==> src/rtl/uart_tx_arbiter.sv <==
// Round-robin arbiter sharing one uart_tx among NumReq requesters, with message lock.
// Define UART_ARB_TIMEOUT_EN to break a lock held by a stalled requester.
module uart_tx_arbiter #(
    parameter int NumReq        = 4,
    parameter int DataWidth     = 8,
    parameter int TimeoutCycles = 1024
) (
    input  logic                        clk_i,
    input  logic                        rst_i,
    input  logic [NumReq-1:0]           req_valid_i,
    input  logic [NumReq-1:0]           req_last_i,
    input  logic [NumReq*DataWidth-1:0] req_data_i,
    output logic [NumReq-1:0]           req_ready_o,
    output logic                        tx_dv_o,
    output logic [DataWidth-1:0]        tx_data_o,
    input  logic                        tx_busy_i,
    output logic [$clog2(NumReq)-1:0]   grant_o,
    output logic                        lock_o,
    output logic                        timeout_o
);

    localparam int IdxW = $clog2(NumReq);

    typedef enum logic [1:0] {
        IDLE,
        ISSUE,
        WAIT
    } state_e;

    state_e               state_q, state_d;
    logic [IdxW-1:0]      rr_q, rr_d;
    logic [IdxW-1:0]      grant_q, grant_d;
    logic                 lock_q, lock_d;
    logic [DataWidth-1:0] data_q, data_d;

    logic [NumReq-1:0]    eligible;
    logic [IdxW-1:0]      winner;
    logic                 found;
    logic                 timeout;

    function automatic logic [IdxW-1:0] inc_idx(input logic [IdxW-1:0] idx);
        return (int'(idx) == NumReq - 1) ? '0 : idx + IdxW'(1);
    endfunction

    // While locked only the owner may compete
    assign eligible = lock_q ? (req_valid_i & (NumReq'(1) << grant_q))
                             : req_valid_i;

    always_comb begin
        logic [IdxW-1:0] idx;
        found  = 1'b0;
        winner = rr_q;
        idx    = rr_q;
        for (int i = 0; i < NumReq; i++) begin
            if (!found && eligible[idx]) begin
                found  = 1'b1;
                winner = idx;
            end
            idx = inc_idx(idx);
        end
    end

`ifdef UART_ARB_TIMEOUT_EN
    localparam int CntW = $clog2(TimeoutCycles + 1);

    logic [CntW-1:0] cnt_q, cnt_d;
    logic            stall;

    assign stall = (state_q == IDLE) && lock_q && !req_valid_i[grant_q];

    // Leaving IDLE always follows an accept, so clearing there covers it
    always_comb begin
        cnt_d   = cnt_q;
        timeout = 1'b0;
        if (!lock_q || state_q != IDLE) begin
            cnt_d = '0;
        end else if (stall) begin
            if (cnt_q == CntW'(TimeoutCycles - 1)) begin
                timeout = 1'b1;
                cnt_d   = '0;
            end else begin
                cnt_d = cnt_q + CntW'(1);
            end
        end
    end

    always_ff @(posedge clk_i) begin
        if (rst_i) cnt_q <= '0;
        else       cnt_q <= cnt_d;
    end
`else
    assign timeout = 1'b0;
`endif

    always_comb begin
        state_d     = state_q;
        rr_d        = rr_q;
        grant_d     = grant_q;
        lock_d      = lock_q;
        data_d      = data_q;
        req_ready_o = '0;
        unique case (state_q)
            IDLE: begin
                if (!rst_i && !tx_busy_i && found) begin
                    req_ready_o[winner] = 1'b1;
                    data_d  = req_data_i[int'(winner)*DataWidth +: DataWidth];
                    grant_d = winner;
                    state_d = ISSUE;
                    if (req_last_i[winner]) begin
                        lock_d = 1'b0;
                        rr_d   = inc_idx(winner);
                    end else begin
                        lock_d = 1'b1;
                    end
                end else if (timeout) begin
                    lock_d = 1'b0;
                    rr_d   = inc_idx(grant_q);
                end
            end
            ISSUE: state_d = WAIT;
            WAIT: begin
                if (!tx_busy_i) state_d = IDLE;
            end
            default: state_d = IDLE;
        endcase
    end

    always_ff @(posedge clk_i) begin
        if (rst_i) begin
            state_q <= IDLE;
            rr_q    <= '0;
            grant_q <= '0;
            lock_q  <= 1'b0;
            data_q  <= '0;
        end else begin
            state_q <= state_d;
            rr_q    <= rr_d;
            grant_q <= grant_d;
            lock_q  <= lock_d;
            data_q  <= data_d;
        end
    end

    assign tx_dv_o   = (state_q == ISSUE);
    assign tx_data_o = data_q;
    assign grant_o   = grant_q;
    assign lock_o    = lock_q;
    assign timeout_o = timeout;

endmodule

==> config.mk <==
export PLATFORM = sky130hd
export DESIGN_NAME = uart_tx_arbiter
export DESIGN_NICKNAME = d
export VERILOG_FILES = /design/src/rtl/uart_tx_arbiter.sv
export SDC_FILE = /design/constraint.sdc
export NUM_CORES = 1
export LEC_CHECK = 0
export ABC_AREA = 0
export CAP_MARGIN = 10
export CORE_ASPECT_RATIO = 0.6
export CORE_MARGIN = 1
export CORE_UTILIZATION = 42
export DETAILED_ROUTE_END_ITERATION = 8
export GPL_TIMING_DRIVEN = 0
export PLACE_DENSITY = 0.84
export REMOVE_ABC_BUFFERS = 1
export SETUP_SLACK_MARGIN = 0.2
export SLEW_MARGIN = 20
export SYNTH_ARGS = -nofsm -noshare
export SYNTH_HDL_FRONTEND = slang
export SYNTH_SLANG_ARGS = --single-unit
==> constraint.sdc <==
create_clock -name clk_i -period 4.2 [get_ports clk_i]
set_input_delay 1.26 -clock clk_i [delete_from_list [all_inputs] [get_ports clk_i]]
set_output_delay 1.26 -clock clk_i [all_outputs]
set_load 0.01 [all_outputs]
==> reports/results.md <==
### Cells and area
• sky130_fd_sc_hd__clkdlybuf4s50_1 — leading cell type in the layout, fill and taps excluded
• 49 x sky130_fd_sc_hd__clkdlybuf4s50_1, 18 x sky130_fd_sc_hd__mux2i_1, 18 x sky130_fd_sc_hd__buf_4, 14 x sky130_fd_sc_hd__dfxtp_1 — commonest non-fill, non-tap cells in the layout
• 272 — final net count
• 197 — final-layout fill cell count
• 72.6% — Synth-to-Final Area Change
• 302 µm² — sequential standard cell area
• 0 — antenna diode instance count
• 0.354 — layout cells sized above 1
• 0.00115 mm² — total area of multi-input combinational cells

### Power and ir drop
• 705 mW/mm² — PD cells
• 1.64 mW — total chip power
• 0.315 mV — peak supply drop
• 0.872 nW — Static Leak

### STA
• 4.50 ns — minimum clock period
• 0.442 — worst max-slew margin expressed relative to the limit
• 0.832 ns — Worst Max-Slew Pin Slew
• 0.0172 ns — setup clock skew after layout
• 4 — count of final setup violators
• -0.297 ns — Worst Setup Slack, final
• 0.222 GHz — fmax
• 1.07 — final critical-path share of the clock period
• 0 — Slew Limit Fails
• true — unrepaired setup endpoints after global routing
• 0 — Hold Fails Final Rpt

### GRT
• 16 — pin count of the biggest net entering global routing
• 8240 µm — first-pass GRT wire length
• 0.342 — gr usage total
• 0 — total congestion overflow
• 1633 — via count of the first global-routing pass
• 0 — number of antenna violations at the first check in global routing

### Place
• 3070 µm — half-perimeter wire length of the detailed placement result
• -1.16 ns — Placement Setup Slack
• 58 — IO Port Bufs
• 0.990 — final weighted congestion in routability-driven placement

### Floorplan
• 0.00346 mm² — area enclosed by the die boundary
• 45.9 µm — y dimension of the die
• 15 — number of placement rows
• 0.456 — initial core utilization
• 75.2 µm — Die X-Extent
• 0.00297 mm² — Std-Cell Core Area
• 60 — total I/O pin count

### Logic synthesis
• 0.222 — sequential cell area fraction in the yosys report
• 152 — cell count after synthesis
• 0 — Async SR Flop Fraction
• sky130_fd_sc_hd__dfxtp_1 — Primary FF master, synth
• 0.0185 — adder-cell share of the synthesized area
• 8.89 µm² — mean instance size in the synthesized netlist
• sky130_fd_sc_hd__dfxtp_1 22%, sky130_fd_sc_hd__mux2i_1 14%, sky130_fd_sc_hd__mux2_2 7.5%, sky130_fd_sc_hd__nand3b_1 4.4%, sky130_fd_sc_hd__o21ai_1 2.6% — most area-consuming cells after synthesis
• multiplexers — dominant combinational cell family by area after synthesis
• 0 — Post-synth EDFFs
• 0.00135 mm² — netlist area before placement
• sky130_fd_sc_hd__dfxtp_1 — biggest area consumer among synthesized cells
• 0.238 — fraction of synthesized area in multiplexers
• 0 — Post-Synth XOR/XNOR Area
• 15 — #FFs+latches synth
• 0.215 — simple-gate area share of the yosys netlist
• 0.232 — Compound-Gate Fraction of Synth Area
• 0.222 — portion of synthesized cell area occupied by the leading cell type
• 0 — Synth warnings
• 51 — count of unique library cells instantiated by Yosys

### Setup path
• output port — type of destination of the critical path
• simple AND/OR/NAND/NOR gates — cell type group with the largest total delay on the critical path
• 0.54 ns — delay of the slowest cell on the worst path
• 3.24 ns — arrival time of the worst setup path
• ha_2, nor2_2, nand3_1, a211oi_1, o21ai_0, a21o_1, and2_4, buf_6, nor3_1, buf_2 — Cell Chain, Critical Path
• 2 — buffering stage count on the worst path with inverters included
• sky130_fd_sc_hd__a211oi_1 — Critical Path Slowest Stage Cell
• 2.94 ns — data required time at the worst endpoint
• flip-flop — startpoint class of the critical path
• 9 — Max Fanout on Critical Path
• flip-flop to output port — critical path class

### Route
• 6.34 — Avg Vias per Cell
• 1700 — count of vias placed by the detailed router
• 5 — first drt pass iteration count
• 0 — number of antenna-violating nets in the routed design
• 0 — number of remaining DRC errors
• 21.7 µm — average wire length per cell after detail routing
• 249 — initial drt markers
• 5830 µm — routed wire length

### Clocking
• 0 — hold-fix buffers at CTS
• done — TritonCTS clock tree
• 2 — maximum clock insertion buffer count
• sky130_fd_sc_hd__clkbuf_8 — root buf cell
• 1 — CTS H-Tree Depth
• 15 — total number of clock tree sinks
• 0.27 ns — Clock Latency Late Sink
• 0.08 ns — register clock-pin slew on the reported worst setup and hold paths
• 3 — clock buffers created by TritonCTS

### Run status
• finished with violations — outcome
• setup timing — violations in the final reports

### Job
• 0 — number of max-capacitance violations reported

### Hold path
• flip-flop to flip-flop — worst min path class

worst reg2reg max path, cell delays in order (launching register included):
cell                       delay, ns
sky130_fd_sc_hd__dfxtp_2        0.40
sky130_fd_sc_hd__ha_2           0.24
sky130_fd_sc_hd__nor2_2         0.45
sky130_fd_sc_hd__nand3_1        0.25
sky130_fd_sc_hd__a211oi_1       0.54
sky130_fd_sc_hd__o21ai_0        0.20
sky130_fd_sc_hd__a21o_1         0.24
sky130_fd_sc_hd__and2_4         0.19
sky130_fd_sc_hd__buf_6          0.12
sky130_fd_sc_hd__buf_4          0.12
sky130_fd_sc_hd__buf_4          0.14
sky130_fd_sc_hd__mux2_2         0.27
sky130_fd_sc_hd__o21ai_1        0.14
routing by layer:
metal / vias to the layer above / share of wire / GRT usage / wire length [µm]
met5: - / 0 / 0 / 0
met4: 0 / 0.063 / 0.200 / 367
met3: 47 / 0.12 / 0.135 / 723
met2: 166 / 0.42 / 0.519 / 2480
met1: 765 / 0.39 / 0.414 / 2260
li1: 722 / - / - / -
timing repair:
| action | in CTS | in global routing |
|---|---|---|
| pin swaps | 6 | 5 |
| gates cloned | 2 | 0 |
| gates resized for setup | 75 | 11 |
| setup buffers | 16 | 4 |
| endpoints found under the setup margin | 4 | 4 |
synth_stat cells (all sizes together) (2+ instances only):
master and count:
a211oi 2, a21oi 5, a31oi 2, and2 5, buf 8, clkbuf 2
dfxtp 15, ha 2, inv 6, mux2 11, mux2i 19, nand2 4
nand2b 2, nand3 4, nand3b 8, nor2 10, nor2b 3, nor3 4
nor4 5, o21a 3, o21ai 13
layout make-up:
type	instances	share of cell area
timing repair inverter	1	0.00268
timing repair buffer	78	0.318
tap	42	0.0225
clock buffer	4	0.0193
multi-input combinational	122	0.492
inverter	6	0.0161
sequential	15	0.129
registers in the layout, summed over array words and instances (netlist names):
register / count
tx_data_o: 8
rr_q: 2
grant_o: 2
lock_o: 1
state_q: 2
path summary, 6_finish.rpt:
check | startpoint | to | slack [ns] | cells after the start
worst max-delay path | rr_q[0]$_SDFFE_PP0P_ | req_ready_o[1] | -0.30 | 10
worst min-delay path | tx_data_o[1]$_SDFFE_PP0P_ | tx_data_o[1]$_SDFFE_PP0P_ | 0.48 | 2
worst max register to register | rr_q[0]$_SDFFE_PP0P_ | tx_data_o[6]$_SDFFE_PP0P_ | 0.83 | 12
worst min register to register | tx_data_o[1]$_SDFFE_PP0P_ | tx_data_o[1]$_SDFFE_PP0P_ | 0.48 | 2
cell families after synthesis:
family,after synthesis
simple gates,49
compound gates,39
mux,30
buf+inv,16
flops,15
fa+ha+maj,2
other cells,1
where the power goes:
group	internal, mW	switching, mW	total (mW)
clock network	0.0676	0.0604	0.128
registers	0.189	0.0556	0.245
logic	0.623	0.649	1.27
total	0.879	0.766	1.64
stage by stage:
stage / area [µm²] / cells / TNS, ns / util / hold WS (ns)
4_1_cts: 2270 / 264 / 0 / 0.765 / 0.481
3_3_place_gp: 1910 / 242 / -14.25 / 0.644 / 0.463
5_1_grt: 2330 / 268 / -0.857 / 0.786 / 0.498
2_1_floorplan: 1280 / 142 / -1.99 / - / 0.496
3_5_place_dp: 1920 / 242 / -4.27 / 0.649 / 0.468
6_report: 2330 / 268 / -0.949 / 0.786 / 0.481
Note: power is estimated with default switching activity, not from simulation.
